===== src/rtl/irq_stim_gen.sv =====
// Multi-channel interrupt stimulus generator: each channel fires its line on a PC match,
// after a programmable delay, a programmable number of times, and drops on ack or after a pulse.
module irq_stim_gen #(
    parameter int          NUM_CH   = 4,
    parameter logic [31:0] ACK_ADDR = 32'h0000_7F20,
    parameter int          DELAY_W  = 8,
    parameter int          CNT_W    = 8
) (
    input  logic               clk,
    input  logic               reset,
    input  logic               cfg_we,
    input  logic [2:0]         cfg_ch,
    input  logic [31:0]        cfg_trig_pc,
    input  logic [DELAY_W-1:0] cfg_delay,
    input  logic [CNT_W-1:0]   cfg_count,
    input  logic               cfg_pulse,
    input  logic [31:0]        macroscopic_pc,
    input  logic [31:0]        m_data_addr,
    input  logic [31:0]        m_data_wdata,
    input  logic [3:0]         m_data_byteen,
    output logic [NUM_CH-1:0]  interrupt,
    output logic               irq_any,
    output logic [15:0]        fire_total
);

    typedef enum logic [1:0] {IDLE, ARMED, WAIT, ASSERT} state_t;

    // An all-ones count means unlimited fires and is never decremented.
    function automatic logic [CNT_W-1:0] count_after_fire(input logic [CNT_W-1:0] cnt);
        return (&cnt) ? cnt : cnt - CNT_W'(1);
    endfunction

    function automatic logic [15:0] sat_add16(input logic [15:0] a, input logic [3:0] inc);
        logic [16:0] sum;
        sum = {1'b0, a} + {13'd0, inc};
        return sum[16] ? 16'hFFFF : sum[15:0];
    endfunction

    logic              ack;
    logic [NUM_CH-1:0] ack_mask;
    logic [NUM_CH-1:0] ack_vec;
    logic [NUM_CH-1:0] enter;
    logic [3:0]        fire_inc;
    logic              unused_bits;

    assign ack      = (|m_data_byteen) && (m_data_addr[31:2] == ACK_ADDR[31:2]);
    assign ack_mask = m_data_wdata[NUM_CH-1:0];
    assign ack_vec  = (ack_mask == '0) ? {NUM_CH{ack}} : ({NUM_CH{ack}} & ack_mask);

    assign unused_bits = ^{macroscopic_pc[1:0], m_data_addr[1:0], cfg_trig_pc[1:0],
                           m_data_wdata[31:NUM_CH]};

    for (genvar c = 0; c < NUM_CH; c++) begin : g_ch
        state_t             state;
        logic [31:2]        trig;
        logic [DELAY_W-1:0] delay;
        logic [DELAY_W-1:0] timer;
        logic [CNT_W-1:0]   count;
        logic [CNT_W-1:0]   count_next;
        logic               pulse;
        logic               match_prev;
        logic               irq_q;
        logic               cfg_hit;
        logic               match;
        logic               rise;
        logic               leave;

        assign cfg_hit    = cfg_we && (cfg_ch == 3'(c));
        assign match      = (macroscopic_pc[31:2] == trig);
        assign rise       = match && !match_prev;
        assign leave      = (state == ASSERT) && (pulse || ack_vec[c]);
        assign count_next = count_after_fire(count);
        assign enter[c]   = !cfg_hit &&
                            (((state == ARMED) && rise && (delay == '0)) ||
                             ((state == WAIT) && (timer == DELAY_W'(1))));
        assign interrupt[c] = irq_q;

        always_ff @(posedge clk or posedge reset) begin
            if (reset) begin
                state      <= IDLE;
                trig       <= '0;
                delay      <= '0;
                timer      <= '0;
                count      <= '0;
                pulse      <= 1'b0;
                match_prev <= 1'b0;
                irq_q      <= 1'b0;
            end else if (cfg_hit) begin
                // Reconfiguration wins over ack and trigger and restarts edge detection.
                trig       <= cfg_trig_pc[31:2];
                delay      <= cfg_delay;
                count      <= cfg_count;
                pulse      <= cfg_pulse;
                timer      <= '0;
                match_prev <= 1'b0;
                irq_q      <= 1'b0;
                state      <= (cfg_count != '0) ? ARMED : IDLE;
            end else begin
                match_prev <= match;
                case (state)
                    ARMED: begin
                        if (rise) begin
                            if (delay == '0) begin
                                state <= ASSERT;
                                irq_q <= 1'b1;
                            end else begin
                                timer <= delay;
                                state <= WAIT;
                            end
                        end
                    end
                    WAIT: begin
                        if (timer == DELAY_W'(1)) begin
                            state <= ASSERT;
                            irq_q <= 1'b1;
                        end else begin
                            timer <= timer - DELAY_W'(1);
                        end
                    end
                    ASSERT: begin
                        if (leave) begin
                            irq_q <= 1'b0;
                            count <= count_next;
                            state <= (count_next != '0) ? ARMED : IDLE;
                        end
                    end
                    default: state <= IDLE;
                endcase
            end
        end
    end

    always_comb begin
        fire_inc = '0;
        for (int i = 0; i < NUM_CH; i++) begin
            fire_inc = fire_inc + 4'(enter[i]);
        end
    end

    always_ff @(posedge clk or posedge reset) begin
        if (reset) begin
            fire_total <= '0;
        end else begin
            fire_total <= sat_add16(fire_total, fire_inc);
        end
    end

    assign irq_any = |interrupt;

endmodule


===== config.mk =====
export PLATFORM = sky130hd
export DESIGN_NAME = irq_stim_gen
export DESIGN_NICKNAME = d
export VERILOG_FILES = /design/src/rtl/irq_stim_gen.sv
export SDC_FILE = /design/constraint.sdc
export NUM_CORES = 1
export LEC_CHECK = 0
export CAP_MARGIN = 10
export CORE_AREA = 8 8 175 177
export DETAILED_ROUTE_END_ITERATION = 10
export DIE_AREA = 0 0 183 185
export GPL_ROUTABILITY_DRIVEN = 0
export PLACE_DENSITY = 0.77
export SLEW_MARGIN = 10
export SYNTH_ARGS = -nofsm -noshare
export SYNTH_HDL_FRONTEND = slang
export SYNTH_SLANG_ARGS = --single-unit
export TNS_END_PERCENT = 1

===== constraint.sdc =====
create_clock -name clk -period 7.8 [get_ports clk]
set_input_delay 0.78 -clock clk [delete_from_list [all_inputs] [get_ports clk]]
set_output_delay 0.78 -clock clk [all_outputs]
set_load 0.05 [all_outputs]

==> results.sh <==
export IMPL_grt_first_pass_wirelength_microns=63500
export IMPL_crit_arrival_ns=5.52
export IMPL_via_count=12100
export IMPL_gr_usage_met1=0.283
export IMPL_dieWidth_microns=183
export IMPL_drive_above_1_share=0.0478
export IMPL_portBuffers=141
export IMPL_tightest_slew_ns=0.962
export IMPL_syn_nets=1823
export IMPL_finalNetCount=1932
export IMPL_firstDrtPassIters=6
export IMPL_grt_max_degree=131
export IMPL_worst_r2r_endpoint="fire_total[6]"
export IMPL_ys_ff_latch=252
export IMPL_p_sw_mw=1.82
export IMPL_critPathMostFrequentCell="fa_1"
export IMPL_post_route_period_util=0.660
export IMPL_ctsHtreeMaxLevel=1
export IMPL_netlist_area_sq_um=14000
export IMPL_antenna_left=0
export IMPL_cts_resized=0
export IMPL_p_per_area_nw_per_um2=300
export IMPL_fmax_mhz=194
export IMPL_grtUsageTotal=0.232
export IMPL_path_class="in -> reg"
export IMPL_cts_buffers=28
export IMPL_final_cell_area_sq_um=16600
export IMPL_drt_wl_total_microns=39100
export IMPL_die_area_sq_um=33900
export IMPL_cp_required_ns=8.18
export IMPL_cts_max_path_buffers=3
export IMPL_cpMaxStageDelayCell="nor4_1"
export IMPL_startpoint="macroscopic_pc[17]"
export IMPL_clk_pin_slew_ns=0.06
export IMPL_cts_hold_buf=0
export IMPL_fin_skew_ns=0.0262
export IMPL_rsz0062_at_grt="no"
export IMPL_power_leakage_nw=7.54
export IMPL_dp_hpwl_microns=27400
export IMPL_seqPwrFrac=0.398
export IMPL_netlist_instances=1628
export IMPL_use_met2=0.393
export IMPL_yosysSeqAreaShare=0.450
export IMPL_grt_pass1_vias=12200
export IMPL_r2r_setup_slack_ns=3.07
export IMPL_drt_iter0_markers=842
export IMPL_ys_warn_count=0
export IMPL_slew_headroom=0.354
export IMPL_synth_edf_count=0
export IMPL_netSwitchingFraction=0.365
export IMPL_wire_per_inst_microns=18.3
export IMPL_vias_per_cell=5.64
export IMPL_min_period_ns=5.14
export IMPL_cp_num_cells=15
export IMPL_initial_utilization=0.499
export IMPL_crit_end="fire_total[6]"
export IMPL_numClockSinks=252
export IMPL_cp_top_family="simple AND/OR/NAND/NOR gates"
export IMPL_combPwrFrac=0.337
export IMPL_whs_ns=0.490
export IMPL_overflow=0
export IMPL_ir_drop_mv=0.200
export IMPL_row_count=62
export IMPL_hold_viol_final=0
export IMPL_max_cap_violations=0
export IMPL_crit_path_end_kind="flop"
export IMPL_crit_fanout=13
export IMPL_timing_critical_path_buf_inv=2
export IMPL_holdCritPathClass="reg -> reg"
export IMPL_core_area_sq_um=28100
export IMPL_syn_avg_cell_area_sq_um=8.61
export IMPL_busiest_layer="met2"
export IMPL_status="finished clean"
export IMPL_p_int_mw=3.17
export IMPL_synthFlopType="dfrtp_1"
export IMPL_startpoint_type="input pin"
export IMPL_setup_viol=0
export IMPL_post_cts_buffers=0
export IMPL_gr_usage_met3=0.0420
export IMPL_cp_cell_sequence="clkdlybuf4s50_1, xnor2_1, nand4_1, nor4_1, nand4b_1, nor2_1, o21ai_0, fa_1, inv_1, fa_1, fa_1, nand3_1, nor2_1, nand3_1, o21ai_0"
export IMPL_clkPwrFrac=0.264
export IMPL_r2r_cells=14
export IMPL_syn_to_final_growth_pct=18.7
export IMPL_insertion_delay_ns=0.55
export IMPL_placed_area_sq_um=15700
export IMPL_ctsRootBufferMaster="clkbuf_16"
export IMPL_cts_tree="built"
export IMPL_cp_slowest_stage_delay_ns=0.68
export IMPL_synth_cell_type_count=79
export IMPL_final_setup_tns_ns=0
export IMPL_slew_violations=0
export IMPL_async_flop_share=1.00
export IMPL_reg2reg_from="g_ch[0].trig[17]"
export IMPL_antenna_found_initial=1
export IMPL_io_pins=176
export IMPL_die_height_microns=185
export IMPL_drcViolationCount=0
worst register-to-register path, delay by kind of cell, from the launching register on:
kind	cells	cell delay, ns
AND/OR/NAND/NOR	7	1.86
adder cells (fa/ha/maj)	3	1.54
AO/OA/AOI/OAI	2	0.42
flip-flops	1	0.38
XOR/XNOR	1	0.29
buffers and inverters	1	0.06
synthesized netlist by cell type, types with 13 or more instances:
cell / count / area share
xor2_1: 61 / 0.038
o21ai_0: 44 / 0.016
dfrtp_1: 252 / 0.45
inv_1: 46 / 0.012
xnor2_1: 97 / 0.061
nor4_1: 34 / 0.015
o31ai_1: 13 / 0.0070
nor2_1: 71 / 0.019
nand3_1: 34 / 0.012
clkbuf_1: 57 / 0.015
nor3_1: 24 / 0.0086
nand4_1: 34 / 0.015
mux2i_1: 15 / 0.011
nand2_1: 564 / 0.15
ha_1: 37 / 0.033
a31oi_1: 13 / 0.0058
a21oi_1: 38 / 0.014
area by class of cell:
type | instances | area (sq um)
fillers | 2401 | 11400
multi-input cells | 1257 | 7250
flip-flops and latches | 252 | 6310
repair buffers | 151 | 1490
clock buffers | 47 | 883
well taps | 384 | 480
inverters | 47 | 184
clock inverters | 2 | 37.5
diodes | 1 | 2.50
layer usage:
layer / vias to the layer above / share of wire
met5: - / 0
met4: 0 / 0.047
met3: 96 / 0.066
met2: 471 / 0.48
met1: 5840 / 0.41
li1: 5669 / -
cells by family (layout without fill, tap and decap cells):
group                      count (synthesis)  after routing  share of synthesized area
adders and majority gates                 40             40                     0.0373
xor gates and xnor gates                 158            158                     0.0988
DFF                                      252            252                      0.450
muxes                                     20             20                     0.0147
other                                      0              1                          0
buffers and inverters                    119            247                     0.0336
and+or+nand+nor                          858            858                      0.278
AOI/OAI and AO/OA                        181            181                     0.0875
how the worst min path moves through the flow:
stage	from	slack, ns	to	cells past startpoint
global route	g_ch[1].trig[21]	0.52	g_ch[1].trig[21]	2
finish	g_ch[1].timer[7]	0.49	g_ch[1].timer[7]	1
detailed placement	g_ch[1].timer[7]	0.48	g_ch[1].timer[7]	1
CTS	g_ch[1].timer[7]	0.50	g_ch[1].timer[7]	1
global placement	g_ch[1].timer[7]	0.47	g_ch[1].timer[7]	1
floorplan	g_ch[3].delay[3]	0.45	g_ch[3].delay[3]	2
power by group through the flow:
stage	combinational, mW	clock, mW	sequential (mW)
2_1_floorplan	1.27	0	1.93
3_3_place_gp	1.60	0	1.98
3_5_place_dp	1.67	0	2.00
4_1_cts	1.69	1.34	1.98
5_1_grt	1.89	1.39	2.04
6_report	1.68	1.32	1.99
stage by stage:
stage                     std cells  worst slack [ns]  utilization  total power [mW]
after detailed placement       2091              2.17        0.559              3.67
after global routing           2141              2.29        0.592              5.32
final                          2141              2.66        0.592              4.99
after global placement         2091              2.22        0.559              3.58
after floorplan                1628            0.0917            -              3.20
after CTS                      2140              2.72        0.592              5.01
registers in the layout, summed over array words and instances, names as in the netlist:
signal and cells:
g_ch.pulse 4, g_ch.count 32, g_ch.state 8, g_ch.irq_q 4, g_ch.delay 32, fire_total 16
g_ch.match_prev 4, g_ch.trig 120, g_ch.timer 32
cell usage in the layout, fill, tap and decap left out, types with 8 or more instances in the layout:
| cell | instances |
|---|---|
| ha_1 | 37 |
| nor3_1 | 23 |
| buf_4 | 10 |
| or4_1 | 12 |
| inv_1 | 45 |
| o21ai_0 | 44 |
| o31ai_1 | 13 |
| clkbuf_16 | 29 |
| clkdlybuf4s50_1 | 141 |
| mux2i_1 | 15 |
| nor2b_1 | 8 |
| nand4_1 | 34 |
| nor4_1 | 34 |
| a21oi_1 | 38 |
| nand3_1 | 33 |
| nand2_1 | 562 |
| clkbuf_1 | 9 |
| nor2_1 | 71 |
| dfrtp_1 | 252 |
| xor2_1 | 61 |
| nand2b_1 | 9 |
| clkbuf_8 | 9 |
| xnor2_1 | 97 |
| a31oi_1 | 13 |
Note: power is estimated with default switching activity, not from simulation.
